**src/rtl/demux_pkg.sv**
```systemverilog
// demux_pkg: shared widths and types for the 1:8 byte demultiplexer
package demux_pkg;
  localparam int NUM_CH = 8;
  localparam int SEL_W = 3;
  typedef logic [7:0] byte_t;
  typedef logic [NUM_CH-1:0] ch_mask_t;
endpackage

```
**src/rtl/demux_slot_8bit.sv**
```systemverilog
// demux_slot_8bit: one channel's single-byte holding register with valid/ready handshake
module demux_slot_8bit
  import demux_pkg::*;
#(
  parameter byte_t RST_DATA = 8'h00
) (
  input  logic  clk,
  input  logic  rst_n,
  input  logic  wr_en,
  input  byte_t wr_data,
  input  logic  rd_ready,
  output byte_t data,
  output logic  valid,
  output logic  free
);
  assign free = !valid | rd_ready;
  // a write wins over a same-cycle drain; data is left in place when drained
  always_ff @(posedge clk or negedge rst_n) begin
    if (!rst_n) begin
      data  <= RST_DATA;
      valid <= 1'b0;
    end else begin
      if (wr_en) data <= wr_data;
      valid <= wr_en | (valid & !rd_ready);
    end
  end
endmodule

```
**src/rtl/demux_1to8_8bit_reg.sv**
```systemverilog
// demux_1to8_8bit_reg: registered 1:8 byte demux with broadcast and per-channel flow control
module demux_1to8_8bit_reg
  import demux_pkg::*;
#(
  parameter int    CNT_W    = 16,
  parameter byte_t RST_DATA = 8'h00
) (
  input  logic             clk,
  input  logic             rst_n,
  input  logic             in_valid,
  output logic             in_ready,
  input  byte_t            in_data,
  input  logic [SEL_W-1:0] sel,
  input  logic             bcast,
  output byte_t            out0,
  output byte_t            out1,
  output byte_t            out2,
  output byte_t            out3,
  output byte_t            out4,
  output byte_t            out5,
  output byte_t            out6,
  output byte_t            out7,
  output ch_mask_t         out_valid,
  input  ch_mask_t         out_ready,
  output logic [CNT_W-1:0] acc_cnt
);
  byte_t    data [NUM_CH];
  ch_mask_t slot_free;
  ch_mask_t tgt;
  ch_mask_t wr_en;
  logic     accept;
  // broadcast is all-or-nothing, so it needs every slot free at once
  assign in_ready = bcast ? &slot_free : slot_free[sel];
  assign accept   = in_valid & in_ready;
  assign tgt      = bcast ? '1 : ch_mask_t'(1) << sel;
  assign wr_en    = accept ? tgt : '0;
  for (genvar g = 0; g < NUM_CH; g++) begin : g_slot
    demux_slot_8bit #(.RST_DATA(RST_DATA)) u_slot (
      .clk      (clk),
      .rst_n    (rst_n),
      .wr_en    (wr_en[g]),
      .wr_data  (in_data),
      .rd_ready (out_ready[g]),
      .data     (data[g]),
      .valid    (out_valid[g]),
      .free     (slot_free[g])
    );
  end
  assign out0 = data[0];
  assign out1 = data[1];
  assign out2 = data[2];
  assign out3 = data[3];
  assign out4 = data[4];
  assign out5 = data[5];
  assign out6 = data[6];
  assign out7 = data[7];
  always_ff @(posedge clk or negedge rst_n) begin
    if (!rst_n) acc_cnt <= '0;
    else if (accept) acc_cnt <= acc_cnt + CNT_W'(1);
  end
endmodule

```
**config.mk**
```make
export PLATFORM = sky130hd
export DESIGN_NAME = demux_1to8_8bit_reg
export DESIGN_NICKNAME = d
export VERILOG_FILES = /design/src/rtl/demux_pkg.sv /design/src/rtl/demux_slot_8bit.sv /design/src/rtl/demux_1to8_8bit_reg.sv
export SDC_FILE = /design/constraint.sdc
export NUM_CORES = 1
export LEC_CHECK = 0
export ABC_AREA = 1
export ABC_CLOCK_PERIOD_IN_PS = 4400
export BUFFER_PORTS_ARGS = -buffer_cell sky130_fd_sc_hd__buf_2
export CORE_ASPECT_RATIO = 1.1
export CORE_UTILIZATION = 55
export CTS_BUF_LIST = sky130_fd_sc_hd__clkbuf_16
export CTS_CLUSTER_SIZE = 28
export DETAILED_ROUTE_END_ITERATION = 7
export PLACE_DENSITY = 0.93
export SLEW_MARGIN = 20
export SYNTH_ARGS = -nofsm -noshare
export SYNTH_HDL_FRONTEND = slang
export SYNTH_SLANG_ARGS = --single-unit
export TNS_END_PERCENT = 10
```
**constraint.sdc**
```tcl
create_clock -name clk -period 4.4 [get_ports clk]
set_input_delay 0.66 -clock clk [delete_from_list [all_inputs] [get_ports clk]]
set_output_delay 0.66 -clock clk [all_outputs]
set_load 0.1 [all_outputs]
```
; ---- Word-level counts from Yosys, hierarchy flattened
; Cells that the tools add are included.
[op_classes]
magnitude_cmp = 1
shifts = 1
bitwise_logic = 25
n_reduce_logical = 17
add_sub_neg = 1
muxes = 5
[op_table]
columns = cell, n
row1 = $add A16 B1 Y16 const B, 1
row2 = $logic_not A1 Y1, 16
row3 = $mux W8, 2
row4 = $or A1 B1 Y1, 16
row5 = $and A1 B1 Y1, 9
row6 = $reduce_and A8 Y1, 1
row7 = $shl A1 B3 Y8 const A, 1
row8 = $lt A3 B4 Y1 const B, 1
row9 = $bmux W1 S3, 1
row10 = $mux W1, 2
[word_totals]
ff_bits = 88
word_cells = 67
input_bits = 23
out_inout_bits = 89

; ---- Logic depth before layout (Yosys ltp)
; Gate-level depths: netlist of run 1.
[depth]
word_depth = 8
ltp_mapped = 13
depth_no_buf = 12

; ---- Cells and area by module
; From an unflattened synthesis of run 1, not the netlist that was laid out.
[unflattened]
hier_cells = 493
hier_area_um2 = 4006.3
[by_module_without_submodules]
columns = mod, area_per_inst_um2, instances, cells_each
row1 = demux_slot_8bit, 341.6, 8, 38
row2 = demux_1to8_8bit_reg, 1273.7, 1, 189

; ---- Worst setup path before layout of run 1
; Ideal clock, no wire load.
[synth_timing]
path_type = in2out
startpoint = input port out_ready[7]
endpoint = output port in_ready
cell_stages = 5
path_slack_ns = 1.752
arrival_ns = 1.988
required_ns = 3.740
path_buffers = 0
path_cell_list = inv_1 > nand2_1 > nand4_1 > o21ai_2 > and2_1
[synth_via]
elab_chain_cells = 4
[synth_rtl]
columns = item, line_no
row1 = start: declaration, demux_1to8_8bit_reg.sv:24  ; input ch_mask_t out_ready,
row2 = $or A1 B1 Y1 *, demux_slot_8bit.sv:16  ; assign free = !valid | rd_ready;
row3 = $bmux W1 S3, demux_1to8_8bit_reg.sv:33  ; assign in_ready = bcast ? &slot_free : slot_free[sel];
row4 = $mux W1 (not written as such), demux_1to8_8bit_reg.sv:33
row5 = $mux W1 *, demux_1to8_8bit_reg.sv:33
row6 = end: declaration, demux_1to8_8bit_reg.sv:11  ; output logic in_ready,
; Mark *: on every way between the ends. The rest lies on a longest branch, timed or not. The select of a mux whose other input is x is not followed.

; ---- Worst setup path in the final report of run 1
; Same ends and word-level chain as after synthesis.

==> parameters.txt, run 1 <==
Parameter                              Value

Logic synthesis
  Number of warnings reported in the yosys synthesis log ... 0
  Number of flops mapped to enable cells by yosys ... 0
  Post-Synth Adder-Cell Area ... 0.00312
  Post-synth top area cell ... dfrtp_1
  Share of synthesized registers carrying an async set or reset ... 1.00
  Compound-Gate Fraction of Synth Area ... 0.0321
  Synth top area share ... 0.549
  Share of the synthesized netlist area taken by xor and xnor gates ... 0.0327
  Gate count of the mapped netlist ... 492
  Dominant cells by area after synthesis ... dfrtp_1 (55%), nand2_1 (22%), inv_1 (4.3%), xor2_1 (2.2%), nor2_4 (2.0%)
  Avg Cell Area, Syn ... 8.16 sq um
  Cell with the most instances after synthesis ... nand2_1
  Leading cell types by count after synthesis ... nand2_1 (238), dfrtp_1 (88), inv_1 (46)
  Post-synthesis register bit count ... 88
  Synthesized netlist net count ... 516
  Dominant combinational cell family by area after synthesis ... simple AND/OR/NAND/NOR gates
  Count of distinct cell types in the synthesized netlist ... 22
  Post-synth design cell area ... 4010 sq um
  Sequential cell area fraction in the yosys report ... 0.549
  Portion of netlist area occupied by mux cells ... 0
  Dominant synthesized flop cell ... dfrtp_1
  Post-synthesis share of cell area spent on and, or, nand and nor gates ... 0.306

Routing
  Length of the first detailed-routing pass in iterations ... 5
  Post-detailed-route DRC marker count ... 0
  Ratio of routed vias to standard cells ... 5.24
  Total via count in the routed design ... 3,583
  Total Routed Length ... 10.2 mm
  Number of DRC markers after the initial detailed-route iteration ... 403
  Antenna-violating nets left ... 0
  Routed WL per cell ... 14.9 microns

Place
  Half-perimeter wire length of the detailed placement result ... 7.18 mm
  Post-placement cell count ... 668
  Count of buffers from port buffering ... 111
  Routability Congestion ... 0.945

Clocking
  Post-CTS Setup Repair Bufs ... 0
  Sink Count ... 88
  Number of CTS-inserted buffers ... 9
  Clk_lat worst skew ... 0.34 ns
  Total of cells resized after clock tree synthesis ... 0
  Clock transition time at the flip-flop clock pins of the worst setup and hold paths ... 0.07 ns
  Master cell of the clock root buffer ... clkbuf_16
  Clock buffer depth ... 2
  Deepest level of the CTS H-tree ... 3
  Post-CTS Hold Fix Bufs ... 0
  CTS tree ... built

Worst setup path
  Capturing element type of the critical path ... output pin
  Arrival time at the worst endpoint ... 2.02 ns
  Endpoint of the worst-slack reg-to-reg timing path ... g_slot[4].u_slot.data[7]$_DFFE_PN0P_
  Path type of the worst setup path ... input port to output pin
  Worst Reg-to-Reg Cells ... 10
  Top fanout value on the critical path ... 10
  Worst setup SP type ... input port
  Reg2reg start ... g_slot[4].u_slot.valid$_DFF_PN0_
  Data required time of the critical path ... 3.74 ns
  Flop-to-flop setup slack ... 2.16 ns

Finish
  Core Util, Final ... 0.686
  Area growth from synthesis to final layout ... 20.4%
  Net count reported at finish ... 618
  Final antenna diode count ... 0
  Non-Filler Instances ... 684
  Share of layout cells above drive strength 1 ... 0.229

Timing
  Total negative setup slack ... 0 ns
  Max Slew Vio Count ... 0
  Final count of hold timing violations ... 0
  Unrepaired setup endpoints after global routing ... no
  Worst Clk Skew ... 0.00584 ns
  Hold Worst Slack ... 0.385 ns
  Tmin final ... 2.68 ns
  Tightest slew margin relative to the limit ... 0.485
  Setup violation total in the final timing report ... 0
  Fraction of the cycle the final worst path needs ... 0.610
  Slew at the pin closest to its max-slew limit ... 0.773 ns
  Top achievable clock speed ... 0.373 GHz

Global route
  Total grt overflow ... 0
  Pin count of the biggest net entering global routing ... 89
  Via count of the first global-routing pass ... 3,502
  Global-route wire length before repair ... 16.6 mm
  GRT Resource Usage Total ... 0.279
  Initial antenna violation count ... 1

Flow run
  Max-capacitance violation count ... 0

Floorplan
  Overall die height ... 91.6 microns
  Initial standard-cell utilization of the core ... 0.570
  Top Ports ... 112
  Die X ... 83.5 microns
  Number of rows created at floorplan ... 32
  Full die area ... 7640 sq um
  CORE AREA ... 7050 sq um

Outcome
  Run status ... finished clean

Hold path
  Class of the worst hold path ... input port to asynchronous set/reset pin
cells in the final DEF, fill, tap and decap left out:
cell / instances
nand4_1: 11
clkbuf_16: 9
nand3_1: 9
nor3_1: 9
and2_1: 1
clkinvlp_4: 1
clkinv_4: 3
inv_1: 47
inv_6: 1
ha_1: 1
o21ai_2: 1
nor2_4: 7
xnor2_1: 5
buf_4: 1
nand3_2: 2
o21ai_1: 5
inv_8: 1
buf_2: 110
buf_6: 1
nor2_1: 19
o21ai_0: 15
xor2_1: 10
nand2_1: 238
a21oi_1: 4
dfrtp_1: 88
final cells by class:
| type | count | area [sq um] |
|---|---|---|
| fill | 560 | 2210 |
| timing repair buffer | 112 | 569 |
| clock inverter | 7 | 57.6 |
| inverter | 46 | 173 |
| tap | 85 | 106 |
| clock buffer | 9 | 225 |
| sequential | 88 | 2200 |
| multi-input combinational | 337 | 1500 |
logic make-up after synthesis:
| family | count (synthesis) |
|---|---|
| adder cells (fa/ha/maj) | 1 |
| AND/OR/NAND/NOR | 296 |
| flip-flops | 88 |
| buffers and inverters | 67 |
| AO/OA/AOI/OAI | 25 |
| XOR/XNOR | 15 |
worst max-delay path by stage:
stage	from	end	depth (start not counted)
after floorplan	out_ready[7]	in_ready	5
after global placement	out_ready[7]	in_ready	7
after detailed placement	out_ready[7]	in_ready	7
after CTS	out_ready[7]	in_ready	7
after global routing	out_ready[5]	in_ready	7
final	out_ready[7]	in_ready	7
state kept, by name (all words and copies together) (netlist names):
| signal | cells |
|---|---|
| acc_cnt | 16 |
| g_slot.u_slot.valid | 8 |
| g_slot.u_slot.data | 64 |
routing by layer:
metal  up-vias  routed length (microns)  track usage
met2       180                     4840        0.447
met4         2                      267        0.109
li1       1694                        -            -
met3        31                      984       0.0827
met1      1676                     4100        0.359
met5         -                       11            0
stage by stage:
stage | instance area (sq um) | worst slack (ns)
2_1_floorplan | 4010 | 1.75
3_3_place_gp | 4550 | 1.78
3_5_place_dp | 4550 | 1.74
4_1_cts | 4830 | 1.72
5_1_grt | 4830 | 1.59
6_report | 4830 | 1.72
critical path, stage by stage:
cell and delay, ns:
buf_2 0.08, inv_1 0.03, nand2_1 0.11, nand4_1 0.14
o21ai_2 0.38, and2_1 0.19, buf_2 0.44
Power of run 1 is left out: the tool's default activity adds up to more than one toggle a clock period on the data nets, which glitch-free logic cannot reach.
==> run 2: changes to the inputs <==
Settings changed: ABC_CLOCK_PERIOD_IN_PS 4400 to 2440, CORE_UTILIZATION 55 to 47, PLACE_DENSITY 0.93 to 0.86.
Clock period 4.4 ns to 2.44 ns, I/O delays scaled along.
==> run 2 against run 1 <==
Global-route usage decreased by 3.6 points. Non-clock buffer count increased by 3. Clock skew increased by 0.0040 ns. Cell count increased by 4.2%. Utilization decreased by 9.5 points.
==> parameters.txt, run 2 (same netlist as run 1, synthesis figures left out) <==
Parameter                              Value

Outcome
  Run status ... finished clean

Finish
  Highest-count cells in the layout ignoring fill and taps ... nand2_1 (238), buf_2 (110), dfrtp_1 (88)
  Commonest non-fill, non-tap cell in the layout ... nand2_1
  Share of layout cells above drive strength 1 ... 0.233 (+0.00384)
  Final antenna diode count ... 0 (unchanged)
  Net count reported at finish ... 621 (+0.49%)
  Area growth from synthesis to final layout ... 22.5%
  Regs by FF count ... g_slot.u_slot.data x64, acc_cnt x16, g_slot.u_slot.valid x8
  Flip-flop count of the largest register, all copies and words added ... 64 (unchanged)
  Register with the most flip-flops ... g_slot.u_slot.data

Clocking
  Sink Count ... 88 (unchanged)
  Post-CTS Hold Fix Bufs ... 0 (unchanged)
  Clock transition time at the flip-flop clock pins of the worst setup and hold paths ... 0.06 ns (about the same)
  Number of CTS-inserted buffers ... 9 (unchanged)
  CTS tree ... built
  Master cell of the clock root buffer ... clkbuf_16
  Total of cells resized after clock tree synthesis ... 0 (unchanged)
  Clk_lat worst skew ... 0.33 ns (about the same)
  Deepest level of the CTS H-tree ... 3 (unchanged)
  Post-CTS Setup Repair Bufs ... 0 (unchanged)
  Clock buffer depth ... 2 (unchanged)

Timing
  Tightest slew margin relative to the limit ... 0.654 (+0.169)
  Slew at the pin closest to its max-slew limit ... 0.517 ns (-0.256 ns)
  Worst Clk Skew ... 0.00984 ns (+0.00400 ns)
  Final count of hold timing violations ... 0 (unchanged)
  Fraction of the cycle the final worst path needs ... 0.902
  Total negative setup slack ... 0 ns (unchanged)
  Tmin final ... 2.20 ns
  Max Slew Vio Count ... 0 (unchanged)
  Top achievable clock speed ... 0.454 GHz
  Unrepaired setup endpoints after global routing ... no
  Setup violation total in the final timing report ... 0 (unchanged)

Floorplan
  Overall die height ... 98.9 microns (+8.0%)
  Full die area ... 8910 sq um (+17%)
  Die X ... 90.1 microns (+8.0%)
  CORE AREA ... 8320 sq um (+18%)
  Top Ports ... 112 (unchanged)
  Initial standard-cell utilization of the core ... 0.482 (-0.0872)
  Number of rows created at floorplan ... 35 (+9.4%)

Routing
  Length of the first detailed-routing pass in iterations ... 6 (+1)
  Number of DRC markers after the initial detailed-route iteration ... 194 (-52%)
  Total Routed Length ... 10.2 mm (-0.43%)
  Post-detailed-route DRC marker count ... 0 (unchanged)
  Routed WL per cell ... 14.3 microns (-4.5%)
  Antenna-violating nets left ... 0 (unchanged)
  Ratio of routed vias to standard cells ... 5.01 (-4.4%)
  Total via count in the routed design ... 3,569 (-0.39%)

Global route
  GRT Resource Usage Total ... 0.243 (-0.0359)
  Total grt overflow ... 0 (unchanged)
  Pin count of the biggest net entering global routing ... 54 (-39%)
  Global-route wire length before repair ... 17.0 mm (+2.3%)
  Initial antenna violation count ... 0 (-1)
  Via count of the first global-routing pass ... 3,494 (-0.23%)

Worst setup path
  Worst setup SP type ... flip-flop
  Slowest cell on the critical path ... buf_2
  Cells traversed along the worst timing path ... inv_1 -> nor2_1 -> nand2_1 -> nand2_1 -> nor2_1 -> nand2_1 -> nand3_2 -> and2_1 -> buf_2
  Worst stage delay on the critical path ... 0.43 ns (about the same)
  Capturing element type of the critical path ... output pin
  Worst Reg-to-Reg Cells ... 10 (unchanged)
  Top fanout value on the critical path ... 10 (unchanged)
  Path type of the worst setup path ... flip-flop to output pin
  Arrival time at the worst endpoint ... 1.83 ns (-0.19 ns)
  Most repeated library cell on the critical path ... nand2_1
  Data required time of the critical path ... 2.07 ns (-1.67 ns)

Flow run
  Max-capacitance violation count ... 0 (unchanged)

Place
  Count of buffers from port buffering ... 111 (unchanged)
  Routability Congestion ... 0.957 (+1.3%)
  Half-perimeter wire length of the detailed placement result ... 7.33 mm (+2.0%)

Hold path
  Class of the worst hold path ... input port to asynchronous set/reset pin
==> run 2: metal layers <==
layer | part of all wire | global-route usage | wire (microns)
met1 | 0.42 | 0.308 | 4280
met2 | 0.49 | 0.410 | 5000
met3 | 0.073 | 0.0733 | 740
met4 | 0.013 | 0.0620 | 136
met5 | 0 | 0 | 0
==> run 2: cell type report <==
type                            instances  area (sq um)
Fill cell                             733          3400
Sequential cell                        88          2200
Multi-Input combinational cell        337          1500
Timing Repair Buffer                  115           601
Clock buffer                            9           225
Inverter                               46           173
Tap cell                              111           139
Clock inverter                          7          77.6
==> run 2: final timing paths <==
path | startpoint | to | slack (ns)
worst max-delay path | g_slot[3].u_slot.valid$_DFF_PN0_ | in_ready | 0.24
max in group asynchronous | rst_n | g_slot[0].u_slot.data[7]$_DFFE_PN0P_ | 1.80
worst max register to register | g_slot[4].u_slot.valid$_DFF_PN0_ | g_slot[4].u_slot.data[7]$_DFFE_PN0P_ | 0.49
min in group clk | out_ready[1] | g_slot[1].u_slot.valid$_DFF_PN0_ | 0.32
worst min-delay path | rst_n | acc_cnt[0]$_DFFE_PN0P_ | 0.007
worst min register to register | g_slot[4].u_slot.data[0]$_DFFE_PN0P_ | g_slot[4].u_slot.data[0]$_DFFE_PN0P_ | 0.47
==> run 2: metrics by stage <==
stage	cells	instance area, sq um	hold WS, ns	utilization	worst slack (ns)
floorplan	492	4010	0.0704	-	0.307
global placement	697	4620	0.362	0.555	0.455
detailed placement	697	4620	0.367	0.555	0.394
CTS	713	4920	0.0146	0.591	0.241
global route	713	4920	0.0363	0.591	0.0886
finish	713	4920	0.00747	0.591	0.239
==> run 2: critical path, delay by kind of cell (launching register included) <==
kind                   cells  cell delay [ns]
buffers and inverters      2             0.48
flip-flops                 1             0.38
AND/OR/NAND/NOR            7             0.64
Power of run 2 is left out for the same reason.
==> run 3: changes to the inputs <==
Settings changed: ABC_CLOCK_PERIOD_IN_PS 2440 to 2600, CORE_UTILIZATION 47 to 56, PLACE_DENSITY 0.86 to 0.95.
Clock period 2.44 ns to 2.6 ns, I/O delays scaled along.
==> run 3 against run 2 <==
Utilization is 11 points higher. Clock-buffer cell count stayed put. Register-to-register slack worse by 0.26 ns. Worst setup slack worse by 0.14 ns. Highest routed layer unchanged.
==> parameters.txt, run 3 (same netlist as run 1, synthesis figures left out) <==
Parameter                              Value

Timing
  Tightest slew margin relative to the limit ... 0.662 (+0.00830)
  Worst Clk Skew ... 0.00490 ns (-0.00494 ns)
  Total negative setup slack ... 0 ns (unchanged)
  Tmin final ... 2.50 ns
  Unrepaired setup endpoints after global routing ... no
  Setup violation total in the final timing report ... 0 (unchanged)
  Fraction of the cycle the final worst path needs ... 0.961
  Worst-case setup margin in the final layout ... 0.102 ns (-0.137 ns)
  Hold Worst Slack ... 0.0103 ns (+0.00284 ns)
  Final count of hold timing violations ... 0 (unchanged)
  Slew at the pin closest to its max-slew limit ... 0.505 ns (-0.0120 ns)
  Top achievable clock speed ... 0.400 GHz
  Max Slew Vio Count ... 0 (unchanged)

Worst setup path
  Path type of the worst setup path ... flip-flop to output pin
  Slowest cell on the critical path ... buf_2
  Cells traversed along the worst timing path ... inv_1 -> nor2_1 -> inv_1 -> nand4_1 -> o21ai_2 -> and2_1 -> buf_2
  Worst path bufs/invs ... 3 (+1)
  Top Family by Delay on Critical Path ... buffers and inverters
  Capturing element type of the critical path ... output pin
  Top fanout value on the critical path ... 10 (unchanged)
  Worst setup SP type ... flip-flop
  Most repeated library cell on the critical path ... inv_1
  Worst stage delay on the critical path ... 0.43 ns (about the same)
  Arrival time at the worst endpoint ... 2.11 ns (+0.28 ns)
  Data required time of the critical path ... 2.21 ns (+0.14 ns)

Finish
  Final antenna diode count ... 0 (unchanged)
  FF/Latch Area ... 2200 sq um (unchanged)
  Share of layout cells above drive strength 1 ... 0.230 (-0.00256)
  Footprint of the multi-input gates ... 1500 sq um (unchanged)
  Count of filler cells inserted in the layout ... 536 (-27%)
  Regs by FF count ... g_slot.u_slot.data x64, acc_cnt x16, g_slot.u_slot.valid x8
  Highest-count cells in the layout ignoring fill and taps ... nand2_1 (238), buf_2 (110), dfrtp_1 (88)
  Register with the most flip-flops ... g_slot.u_slot.data
  Commonest non-fill, non-tap cell in the layout ... nand2_1
  Flip-flop count of the largest register, all copies and words added ... 64 (unchanged)
  Net count reported at finish ... 619 (-0.32%)
  Area growth from synthesis to final layout ... 21.4%

Global route
  Global-route wire length before repair ... 16.7 mm (-1.9%)
  Pin count of the biggest net entering global routing ... 56 (+3.7%)
  GRT Resource Usage Total ... 0.299 (+0.0551)
  Total grt overflow ... 0 (unchanged)
  Initial antenna violation count ... 0 (unchanged)
  Via count of the first global-routing pass ... 3,619 (+3.6%)

Floorplan
  Overall die height ... 90.8 microns (-8.2%)
  Die X ... 82.7 microns (-8.2%)
  Number of rows created at floorplan ... 32 (-8.6%)
  Initial standard-cell utilization of the core ... 0.576 (+0.0937)
  CORE AREA ... 6970 sq um (-16%)
  Top Ports ... 112 (unchanged)
  Full die area ... 7510 sq um (-16%)

Clocking
  Clk_lat worst skew ... 0.33 ns (about the same)
  CTS tree ... built
  Post-CTS Hold Fix Bufs ... 0 (unchanged)
  Sink Count ... 88 (unchanged)
  Clock transition time at the flip-flop clock pins of the worst setup and hold paths ... 0.06 ns (about the same)
  Deepest level of the CTS H-tree ... 3 (unchanged)
  Post-CTS Setup Repair Bufs ... 0 (unchanged)
  Number of CTS-inserted buffers ... 9 (unchanged)
  Master cell of the clock root buffer ... clkbuf_16
  Clock buffer depth ... 2 (unchanged)
  Total of cells resized after clock tree synthesis ... 0 (unchanged)

Place
  Half-perimeter wire length of the detailed placement result ... 7.45 mm (+1.7%)
  Routability Congestion ... 0.884 (-7.6%)
  Pre-CTS worst setup slack ... 0.209 ns (-0.186 ns)
  Count of buffers from port buffering ... 111 (unchanged)

Routing
  Ratio of routed vias to standard cells ... 5.31 (+6.1%)
  Number of DRC markers after the initial detailed-route iteration ... 240 (+24%)
  Total via count in the routed design ... 3,639 (+2.0%)
  Total Routed Length ... 10.7 mm (+5.4%)
  Routed WL per cell ... 15.6 microns (+9.7%)
  Antenna-violating nets left ... 0 (unchanged)
  Length of the first detailed-routing pass in iterations ... 5 (-1)
  Post-detailed-route DRC marker count ... 0 (unchanged)

Flow run
  Max-capacitance violation count ... 0 (unchanged)

Hold path
  Class of the worst hold path ... input port to asynchronous set/reset pin

Outcome
  Run status ... finished clean
[run 3: cell types whose count changed in the layout (fill, tap and decap cells not counted), sizes merged]
cell / change
buf: -2
clkinv: +1
clkinvlp: +1
inv: -2
[run 3: worst paths after layout]
check | slack (ns) | end | from | cells past startpoint
setup / recovery | 0.10 | in_ready | g_slot[4].u_slot.valid$_DFF_PN0_ | 7
hold / removal | 0.01 | acc_cnt[0]$_DFFE_PN0P_ | rst_n | 1
setup reg to reg | 0.23 | g_slot[4].u_slot.data[5]$_DFFE_PN0P_ | g_slot[4].u_slot.valid$_DFF_PN0_ | 9
hold reg to reg | 0.48 | g_slot[7].u_slot.data[1]$_DFFE_PN0P_ | g_slot[7].u_slot.data[1]$_DFFE_PN0P_ | 2
max in group asynchronous | 1.96 | g_slot[4].u_slot.data[5]$_DFFE_PN0P_ | rst_n | 2
min in group clk | 0.34 | g_slot[7].u_slot.valid$_DFF_PN0_ | out_ready[7] | 4
[run 3: layout make-up]
type | count | share of cell area
sequential | 88 | 0.452
clock buffer | 9 | 0.0462
inverter | 46 | 0.0354
multi-input combinational | 337 | 0.308
tap | 85 | 0.0218
timing repair buffer | 113 | 0.123
clock inverter | 7 | 0.0141
[run 3: per-stage QoR]
stage	util	std cells	cell area (sq um)
finish	0.700	685	4870
global route	0.700	685	4870
CTS	0.700	685	4870
detailed placement	0.658	669	4580
global placement	0.658	669	4580
floorplan	-	492	4010
[run 3: per-layer routing]
metal / track usage / wire length [microns] / vias up
li1: - / - / 1699
met1: 0.361 / 4220 / 1724
met2: 0.495 / 5350 / 179
met3: 0.0636 / 778 / 37
met4: 0.144 / 356 / 0
met5: 0 / 0 / -
[run 3: worst register-to-register path: stages, from the launching register on]
cell and delay [ns]:
dfrtp_1 0.38, inv_1 0.05, nor2_1 0.05, inv_1 0.08, nand4_1 0.16, o21ai_2 0.40
nand3_2 0.43, nor2_1 0.54, nand2_1 0.13, nand2_1 0.09
Power of run 3 is left out for the same reason.
